File: src/rtl/oob_dev.sv
// ----------------------------------------------------------------------------
// oob_dev: SATA device-side out-of-band (OOB) sequencer and link bring-up.
//
// Waits for a host COMRESET, answers with COMINIT, waits for a host COMWAKE,
// answers with COMWAKE, then runs ALIGNp/SYNCp speed negotiation until the
// link is up. Once the link is up, link-layer tx data passes through to the
// GTX with one cycle of latency. All outputs are registered.
//
// Ports
//   clk              sata user clock (usrclk2)
//   rst              asynchronous active-low reset
//   gtx_ready        all GTX resets done
//   rxcominitdet_in  host COMRESET detected
//   rxcomwakedet_in  host COMWAKE detected
//   rxelecidle_in    rx line idle
//   txcomfinish_in   GTX finished requested OOB burst (pulse)
//   txcominit        request COMINIT burst (pulse)
//   txcomwake        request COMWAKE burst (pulse)
//   txelecidle       hold tx line idle
//   txdata_in        link-layer tx data
//   txcharisk_in     link-layer tx K flags
//   txdata_out       tx data to GTX
//   txcharisk_out    tx K flags to GTX
//   rxdata_in        rx data from GTX
//   rxcharisk_in     rx K flags from GTX
//   rxbyteisaligned  GTX comma alignment achieved
//   phy_ready        link usable
//   link_up          pulse when the link comes up
//   link_down        pulse when the link is lost
//   oob_error        pulse on OOB timeout
// ----------------------------------------------------------------------------
module oob_dev #(
    parameter int unsigned DATA_BYTE_WIDTH = 4,     // only 4 is supported
    parameter int unsigned CLK_SPEED_GRADE = 1,     // 1 = 75 MHz, 2 = 150 MHz, 4 = 300 MHz
    parameter int unsigned TIMEOUT_CYCLES  = 66000
) (
    input  logic                         clk,
    input  logic                         rst,
    input  logic                         gtx_ready,
    input  logic                         rxcominitdet_in,
    input  logic                         rxcomwakedet_in,
    input  logic                         rxelecidle_in,
    input  logic                         txcomfinish_in,
    output logic                         txcominit,
    output logic                         txcomwake,
    output logic                         txelecidle,
    input  logic [DATA_BYTE_WIDTH*8-1:0] txdata_in,
    input  logic [DATA_BYTE_WIDTH-1:0]   txcharisk_in,
    output logic [DATA_BYTE_WIDTH*8-1:0] txdata_out,
    output logic [DATA_BYTE_WIDTH-1:0]   txcharisk_out,
    input  logic [DATA_BYTE_WIDTH*8-1:0] rxdata_in,
    input  logic [DATA_BYTE_WIDTH-1:0]   rxcharisk_in,
    input  logic                         rxbyteisaligned,
    output logic                         phy_ready,
    output logic                         link_up,
    output logic                         link_down,
    output logic                         oob_error
);

    localparam int unsigned DW = DATA_BYTE_WIDTH * 8;
    localparam int unsigned KW = DATA_BYTE_WIDTH;

    localparam logic [DW-1:0] ALIGN_DATA = 32'h7B4A4ABC;
    localparam logic [KW-1:0] ALIGN_K    = 4'b0001;
    localparam logic [DW-1:0] SYNC_DATA  = 32'hB5B5957C;
    localparam logic [KW-1:0] SYNC_K     = 4'b0001;

    // Timeout fires on the edge where the counter would reach the limit, so
    // the pulse lands exactly TIMEOUT_CYCLES*CLK_SPEED_GRADE cycles after entry.
    localparam logic [19:0] TMO_LAST = 20'(TIMEOUT_CYCLES * CLK_SPEED_GRADE - 1);

    typedef enum logic [2:0] {
        StIdle,
        StSendCominit,
        StWaitComwake,
        StSendComwake,
        StWaitRelease,
        StSendAlign,
        StSendSync,
        StLink
    } state_t;

    state_t          r_state, w_state_nxt;
    logic            r_rst_meta, r_run;
    logic [19:0]     r_tmo, w_tmo_nxt;
    logic [1:0]      r_sync_cnt, w_sync_cnt_nxt;

    logic            w_trans;        // a transition (including re-entry) is taken
    logic            w_rx_align;
    logic            w_counting;
    logic            w_tmo_hit;
    logic            w_link_up, w_link_down, w_oob_error;

    logic            r_txcominit, r_txcomwake, r_txelecidle, r_phy_ready;
    logic            r_link_up, r_link_down, r_oob_error;
    logic [DW-1:0]   r_txdata, w_txdata_nxt;
    logic [KW-1:0]   r_txcharisk, w_txcharisk_nxt;

    assign w_rx_align = (rxdata_in == ALIGN_DATA) && (rxcharisk_in == ALIGN_K);
    assign w_counting = (r_state != StIdle) && (r_state != StLink);
    assign w_tmo_hit  = (r_tmo == TMO_LAST);

    // Reset release is resynchronised; the FSM only moves once r_run is set.
    always_ff @(posedge clk or negedge rst) begin
        if (!rst) begin
            r_rst_meta <= 1'b0;
            r_run      <= 1'b0;
        end else begin
            r_rst_meta <= 1'b1;
            r_run      <= r_rst_meta;
        end
    end

    // Next-state logic. Priority: gtx_ready loss, COMRESET, timeout, normal.
    always_comb begin
        w_state_nxt = r_state;
        w_trans     = 1'b0;
        w_link_up   = 1'b0;
        w_link_down = 1'b0;
        w_oob_error = 1'b0;
        if (!r_run) begin
            w_state_nxt = StIdle;
        end else if (!gtx_ready) begin
            if (r_state != StIdle) begin
                w_state_nxt = StIdle;
                w_trans     = 1'b1;
            end
            w_link_down = (r_state == StLink);
        end else if (rxcominitdet_in) begin
            w_state_nxt = StSendCominit;
            w_trans     = 1'b1;
            w_link_down = (r_state == StLink);
        end else if (w_counting && w_tmo_hit) begin
            w_state_nxt = StIdle;
            w_trans     = 1'b1;
            w_oob_error = 1'b1;
        end else begin
            case (r_state)
                StSendCominit: begin
                    if (txcomfinish_in) begin
                        w_state_nxt = StWaitComwake;
                        w_trans     = 1'b1;
                    end
                end
                StWaitComwake: begin
                    if (rxcomwakedet_in) begin
                        w_state_nxt = StSendComwake;
                        w_trans     = 1'b1;
                    end
                end
                StSendComwake: begin
                    if (txcomfinish_in) begin
                        w_state_nxt = StWaitRelease;
                        w_trans     = 1'b1;
                    end
                end
                StWaitRelease: begin
                    if (!rxelecidle_in) begin
                        w_state_nxt = StSendAlign;
                        w_trans     = 1'b1;
                    end
                end
                StSendAlign: begin
                    if (rxbyteisaligned && w_rx_align) begin
                        w_state_nxt = StSendSync;
                        w_trans     = 1'b1;
                    end
                end
                StSendSync: begin
                    // Third consecutive aligned non-ALIGNp word.
                    if (rxbyteisaligned && !w_rx_align && (r_sync_cnt == 2'd2)) begin
                        w_state_nxt = StLink;
                        w_trans     = 1'b1;
                        w_link_up   = 1'b1;
                    end
                end
                default: ;
            endcase
        end
    end

    // Timeout and SYNC counters, both cleared on any transition.
    always_comb begin
        w_tmo_nxt      = '0;
        w_sync_cnt_nxt = '0;
        if (!w_trans) begin
            if (w_counting) begin
                w_tmo_nxt = r_tmo + 20'd1;
            end
            if (r_state == StSendSync) begin
                if (w_rx_align) begin
                    w_sync_cnt_nxt = '0;
                end else if (rxbyteisaligned) begin
                    w_sync_cnt_nxt = r_sync_cnt + 2'd1;
                end else begin
                    w_sync_cnt_nxt = r_sync_cnt;
                end
            end
        end
    end

    // Tx data follows the state being entered so it lines up with txelecidle.
    always_comb begin
        w_txdata_nxt    = '0;
        w_txcharisk_nxt = '0;
        case (w_state_nxt)
            StSendAlign: begin
                w_txdata_nxt    = ALIGN_DATA;
                w_txcharisk_nxt = ALIGN_K;
            end
            StSendSync: begin
                w_txdata_nxt    = SYNC_DATA;
                w_txcharisk_nxt = SYNC_K;
            end
            StLink: begin
                w_txdata_nxt    = txdata_in;
                w_txcharisk_nxt = txcharisk_in;
            end
            default: ;
        endcase
    end

    always_ff @(posedge clk or negedge rst) begin
        if (!rst) begin
            r_state      <= StIdle;
            r_tmo        <= '0;
            r_sync_cnt   <= '0;
            r_txcominit  <= 1'b0;
            r_txcomwake  <= 1'b0;
            r_txelecidle <= 1'b1;
            r_phy_ready  <= 1'b0;
            r_link_up    <= 1'b0;
            r_link_down  <= 1'b0;
            r_oob_error  <= 1'b0;
            r_txdata     <= '0;
            r_txcharisk  <= '0;
        end else begin
            r_state      <= w_state_nxt;
            r_tmo        <= w_tmo_nxt;
            r_sync_cnt   <= w_sync_cnt_nxt;
            r_txcominit  <= w_trans && (w_state_nxt == StSendCominit);
            r_txcomwake  <= w_trans && (w_state_nxt == StSendComwake);
            r_txelecidle <= !((w_state_nxt == StSendAlign) || (w_state_nxt == StSendSync) ||
                              (w_state_nxt == StLink));
            r_phy_ready  <= (w_state_nxt == StLink) && gtx_ready && rxbyteisaligned;
            r_link_up    <= w_link_up;
            r_link_down  <= w_link_down;
            r_oob_error  <= w_oob_error;
            r_txdata     <= w_txdata_nxt;
            r_txcharisk  <= w_txcharisk_nxt;
        end
    end

    assign txcominit     = r_txcominit;
    assign txcomwake     = r_txcomwake;
    assign txelecidle    = r_txelecidle;
    assign phy_ready     = r_phy_ready;
    assign link_up       = r_link_up;
    assign link_down     = r_link_down;
    assign oob_error     = r_oob_error;
    assign txdata_out    = r_txdata;
    assign txcharisk_out = r_txcharisk;

endmodule

File: config.mk
export PLATFORM = sky130hd
export DESIGN_NAME = oob_dev
export DESIGN_NICKNAME = d
export VERILOG_FILES = /design/src/rtl/oob_dev.sv
export SDC_FILE = /design/constraint.sdc
export NUM_CORES = 1
export LEC_CHECK = 0
export BUFFER_PORTS_ARGS = -buffer_cell sky130_fd_sc_hd__buf_4
export CAP_MARGIN = 20
export CORE_ASPECT_RATIO = 0.7
export CORE_MARGIN = 4
export CORE_UTILIZATION = 49
export CTS_CLUSTER_SIZE = 30
export DETAILED_ROUTE_END_ITERATION = 7
export PLACE_DENSITY = 0.79
export SYNTH_ARGS = -nofsm -noshare
export SYNTH_HDL_FRONTEND = slang
export SYNTH_SLANG_ARGS = --single-unit
File: constraint.sdc
create_clock -name clk -period 2.1 [get_ports clk]
set_input_delay 0.21 -clock clk [delete_from_list [all_inputs] [get_ports clk]]
set_output_delay 0.21 -clock clk [all_outputs]
set_load 0.02 [all_outputs]
## Word level (Yosys, flattened, before mapping)

Index checks and enable logic that the tools add are counted.

| cells by class | value |
|---|---|
| add/subtract/negate cells | 2 |
| multiply operators | 0 |
| divide/modulo/power cells | 0 |
| order comparisons | 0 |
| equality and inequality tests | 18 |
| shifts and indexed selects | 0 |
| mux-type cells | 43 |
| bitwise logic cells | 0 |
| reduce and logical (&&, ||, !) cells | 17 |

Operators with widths:

| operator | number |
|---|---|
| one-hot mux 32 bit (3 select lines) | 1 |
| 2-to-1 mux 20 bit | 2 |
| 2-to-1 mux 3 bit | 11 |
| equality test 32 x 31 -> 1 bit, second input constant | 1 |
| 2-to-1 mux 1 bit | 22 |
| equality test 3 bit, second input constant | 7 |
| adder 20 x 1 -> 20 bit, second input constant | 1 |
| equality test 20 x 17 -> 1 bit, second input constant | 1 |
| one-hot mux 3 bit (6 select lines) | 1 |
| logical AND 1 bit | 10 |
| equality test 3 x 2 -> 1 bit, second input constant | 3 |
| 2-to-1 mux 2 bit | 4 |
| one-hot mux 4 bit (2 select lines) | 1 |
| equality test 3 x 1 -> 1 bit, second input constant | 2 |
| one-hot mux 1 bit (5 select lines) | 1 |
| equality test 4 x 1 -> 1 bit, second input constant | 1 |
| inequality test 4 bit, second input constant | 1 |
| OR reduction 2 bit | 2 |
| inequality test 3 bit, second input constant | 1 |
| nonzero test 3 bit | 1 |
| adder 2 x 1 -> 2 bit, second input constant | 1 |
| equality test 2 bit, second input constant | 1 |
| logical NOT 1 bit | 2 |
| logical OR 1 bit | 2 |

| word-level totals | value |
|---|---|
| flip-flop bits (word level) | 70 |
| bits in latches | 0 |
| memory bits (writable) | 0 |
| ROM bits | 0 |
| logic and storage cells | 94 |
| memories kept | 0 |

## Longest topological paths before layout

| depth | value |
|---|---|
| word-level depth | 15 |
| gate-level depth with buffers | 9 |
| depth with buffers taken out | 8 |

## Worst setup path after synthesis

Ideal clock, no wire load.

| path | value |
|---|---|
| path type | register -> register |
| from | register r_tmo[0] |
| to | register r_phy_ready (netlist: phy_ready) |
| library setup time | 0.120 ns |
| data arrival time | 1.747 ns |
| data required time | 1.980 ns |
| setup slack | 0.233 ns |
| stages on the path, launching flop included | 8 |
| period minus slack after synthesis | 1.867 ns |
| cell sequence | dfrtp_1 > ha_1 > nand4_1 > or3_1 > o211ai_1 > o221ai_2 > and2_4 > and4_1 |

| on the way | value |
|---|---|
| longest elaborated chain between the ends | 9 |

RTL lines:

| what | RTL line | source |
|---|---|---|
| start: declaration | 85 | `logic [19:0] r_tmo, w_tmo_nxt;` |
| start signal: assignment | 239 | `r_tmo <= w_tmo_nxt;` |
| equality test 20 x 17 -> 1 bit | 101 | `assign w_tmo_hit = (r_tmo == TMO_LAST);` |
| logical AND 1 bit | 133 | `end else if (w_counting && w_tmo_hit) begin` |
| 2-to-1 mux 3 bit | 133 |  |
| 2-to-1 mux 3 bit | 129 | `end else if (rxcominitdet_in) begin` |
| 2-to-1 mux 3 bit | 123 | `end else if (!gtx_ready) begin` |
| 2-to-1 mux 3 bit | 121 | `if (!r_run) begin` |
| via w_state_nxt[0] | 83 | `state_t r_state, w_state_nxt;` |
| equality test 3 bit | 245 | `r_phy_ready <= (w_state_nxt == StLink) && gtx_ready && rxbyteisaligned;` |
| logical AND 1 bit (2 in a row) | 245 |  |
| end signal: assignment | 245 |  |
| end: declaration | 94 | `logic r_txcominit, r_txcomwake, r_txelecidle, r_phy_ready;` |

The timed path passes the listed nets, and every way through them passes these cells.
A chain may end at the register's enable or synchronous reset.

## Final worst setup path

| path | value |
|---|---|
| from | register r_state[2] |
| to | register r_txdata[8] (netlist: txdata_out[8]) |

| on the way | value |
|---|---|
| longest elaborated chain between the ends | 9 |
| elaborated cells on any way between the ends | 26 |
| those cells by class | eq/ne (10); mux (13); reduce/logical (3) |

RTL lines:

| what | RTL line | source |
|---|---|---|
| start: declaration | 83 |  |
| start signal: assignment | 225 | `r_state <= StIdle;` |
| start signal: assignment | 238 | `r_state <= w_state_nxt;` |
| parallel branches: the longest is 5 deep, another holds one-hot mux 3 bit (6 select lines) | - |  |
| 2-to-1 mux 3 bit * | 123 |  |
| 2-to-1 mux 3 bit * | 121 |  |
| via w_state_nxt[0] | 83 |  |
| equality test 3 bit | 206 | `case (w_state_nxt)` |
| one-hot mux 32 bit (3 select lines) * | 206 |  |
| via w_txdata_nxt[8] | 96 | `logic [DW-1:0] r_txdata, w_txdata_nxt;` |
| end signal: assignment | 249 | `r_txdata <= w_txdata_nxt;` |
| end: declaration | 96 |  |

Mark *: on every way through the listed nets, which the timed path passes.

==> impl_results.md <==
- Status: complete, but fails checks
- Failing checks: negative hold slack
- DRC viols: 0
- Final-stage net count: 536
- Crit Path Max Fanout: 12
- Total CTS buffers: 9
- Seq cells post-synth: 70
- Synth area leader: dfrtp_1
- Final worst path period share: about 98%
- Post-synth top area share: around 53%
- Die width: between 100 and 150 um
- Pin count of the biggest net entering global routing: 71
- Post-synthesis average cell area: 10.5 sq um
- Worst Tran Pin Value: around 870 ps
- Die ar.: 7990 sq um
- DP HPWL: 6170 um
- Area grow syn2layout: 43.3%
- Wire per inst: 16.3 um
- Core Area: 6310 sq um
- Final instance area: 4640 sq um
- Worst reg2reg setup slack: 40 ps
- Multi-input logic area: 1450 sq um
- Tot Pwr: 2530 uW
- Initial Util: 51.3%
- Max-capacitance violation count: 0
- Netlist cell types: between 50 and 60
- Mapped Cells: 309
- Leakage: 0.00230 uW
- Final RePlAce weighted congestion: 0.871
- Number of nets with antenna violations after routing: 0
- CTS tree: done
- I/O pin count: 123
- CTS Hold Buffers Added: 0
- Post-Place Setup Slack: -41.1 ps
- Critical path, cell by cell: and3_1, or3_4, o211ai_1, o221ai_2, buf_4, nand2b_4, o21ai_2
- Diode count: 0
- GRT overflow: 0
- PD cells: about 540 nW/um^2
- Fill count: 430
- Rows: 24
- Synthesized area: 3240 sq um
- Register area: 1760 sq um
- Fmax: 485 MHz
- Synth warn: 0
- Synth Net Count: 391
- Share of layout cells above drive strength 1: 44.2%
- Hold WC Path Type: in2async
- DP Area: about 4300 sq um
- Final hold viol count: 36
- Tmin final: 2060 ps
- Clk_lat worst skew: between 300 and 400 ps
- Startpoint Class: register
- Peak VDD IR: 0.408 mV
- Met1 WL: 3630 um
- Setup crit end kind: register
- WHS: -22.6 ps
- Vias in the first global route: 2,951
- Crit Reg-Reg Endpoint: txdata_out[8]$_DFF_PN0_
- RSZ-0062 raised after global routing: true
- R2R depth: 7
- Htree depth: 3
- Largest cells by area after synthesis: dfrtp_1 (53%), nor2_1 (6.7%), o21ai_2 (5.4%)
- Worst slew margin: 42.1%
- Clock transition at path regs: 80 ps
- Vias: 2,867
- WS Path Type: reg2reg
- Uppermost routed layer: met4
- Final-report setup violation count: 0
- Fin. max-slew vios: 0
- IO buf count: 122
- Vias/cell: between 5 and 6
- Clock Sink Count: 70
- Post-synth EDFFs: 0
- Clk buf depth: 2
- Root Driver: clkbuf_8
- Async S/R FF share, synth: 100%
- Drt pass-1 iters: 4
- Drt first-iter violations: 84
- Slowest cell on the critical path: dfrtp_2
- WP data required: about 2400 ps
- Die Ht: 76 um
- Final Non-Filler Cells: 537
- Slowest stage delay, CP: just under 500 ps
- Met2 WL: 4260 um
- WP data arrival: 2340 ps
- Met3 routed WL: 683 um
- Placed cells: 510
- First-pass GRT wire length: between 10,000 and 15,000 um
- Share of the yosys chip area belonging to registers: 54.2%
- Most used DFF post-synth: dfrtp_1
- Worst r2r src: r_state[2]$_DFF_PN0_
- Total GRT Usage: 22.2%
- Final WS setup: 38.2 ps
- Worst Skew: 8.32 ps
- Initial antenna violation count: 0
- WL final: 8740 um
registers in the layout, indices dropped and copies added (netlist names):
signal,cells
phy_ready,1
txcominit,1
txcomwake,1
link_up,1
r_run,1
txcharisk_out,4
r_rst_meta,1
r_sync_cnt,2
r_tmo,20
link_down,1
oob_error,1
txelecidle,1
txdata_out,32
r_state,3
Yosys cell counts (2+ instances only):
cell and number:
dfrtp_1 69, ha_1 2, xnor2_1 9, nor4b_1 4, buf_4 2, a21oi_1 3, buf_6 6, nor2b_1 3
buf_2 5, o21ai_1 2, o21ai_0 3, and4_1 6, nand2_1 29, inv_1 7, or3_1 2, nor2_1 58
nand4_1 6, nor4bb_1 2, and3_1 12, nor4_1 6, o21ai_2 20, nand3_1 8, xor2_1 10, nor3_1 5
and2_1 2, and4b_1 2, and3b_1 2
per-stage QoR:
stage	utilization, %	TNS [ps]
3_5_place_dp	67.8	-465
5_1_grt	73.6	-551
2_1_floorplan	-	0
6_report	73.6	0
4_1_cts	72.1	0
3_3_place_gp	67.8	0
worst max-delay path by stage:
stage                         start                  endpoint  slack (ps)  cells past startpoint
2_1_floorplan    r_tmo[0]$_DFF_PN0_       phy_ready$_DFF_PN0_         230                      7
3_3_place_gp     r_tmo[0]$_DFF_PN0_  txdata_out[24]$_DFF_PN0_          80                      8
3_5_place_dp     r_tmo[0]$_DFF_PN0_  txdata_out[15]$_DFF_PN0_         -40                      7
4_1_cts          r_tmo[0]$_DFF_PN0_  txdata_out[31]$_DFF_PN0_          10                      8
5_1_grt          r_tmo[1]$_DFF_PN0_  txdata_out[26]$_DFF_PN0_         -40                      8
6_report       r_state[2]$_DFF_PN0_   txdata_out[8]$_DFF_PN0_          40                      7
power breakdown:
group	switching [uW]	internal, uW	total (uW)
registers	4.87	1350	1360
logic	85.4	124	209
clock network	528	434	962
metal layers:
layer  global-route usage [%]  vias to the layer above
li1                         -                     1369
met1                     26.7                     1367
met2                     37.6                      118
met3                     7.37                       13
met4                     7.34                        0
met5                        0                        -
cells by family (layout without fill, tap and decap cells):
kind of cell               Yosys count  after routing  share of synthesized area (%)
AOI/OAI and AO/OA                   39             39                           9.90
xor gates and xnor gates            19             19                           5.14
adders and majority gates            2              2                          0.773
buffers and inverters               21            168                           4.25
DFF                                 70             70                           54.2
muxes                                1              1                          0.309
other                                1              1                          0.116
and+or+nand+nor                    156            159                           25.4
what timing repair did:
| item | 4_1_cts | 5_1_grt |
|---|---|---|
| endpoints found under the setup margin | 30 | 53 |
| gates cloned | 2 | 2 |
| resized for setup | 8 | 11 |
| buffers inserted | 4 | 3 |
| pin swaps | 3 | 5 |
critical path, delay by kind of cell (launching register included):
kind,cells,cell delay (ps)
AND/OR/NAND/NOR,3,770
AO/OA/AOI/OAI,3,530
flip-flops,1,490
buffers and inverters,1,200
area by class of cell:
type	instances	area share [%]
Sequential cell	70	37.9
Multi-Input combinational cell	221	31.2
Timing Repair Buffer	145	24.5
Clock buffer	10	2.75
Tap cell	78	2.10
Clock inverter	6	1.03
Inverter	7	0.566
cell usage in the layout, fill, tap and decap left out, types with 3 or more instances in the layout:
| cell | n |
|---|---|
| and3_1 | 12 |
| and4_1 | 6 |
| buf_4 | 141 |
| clkbuf_8 | 9 |
| clkinvlp_4 | 4 |
| dfrtp_1 | 66 |
| dfrtp_2 | 3 |
| inv_1 | 7 |
| nand2_1 | 29 |
| nand2b_4 | 4 |
| nand3_1 | 8 |
| nand4_1 | 6 |
| nor2_1 | 58 |
| nor2b_1 | 3 |
| nor3_1 | 5 |
| nor4_1 | 5 |
| nor4b_1 | 3 |
| o21ai_2 | 21 |
| xnor2_1 | 9 |
| xor2_1 | 10 |
(Power assumes the default switching activity.)
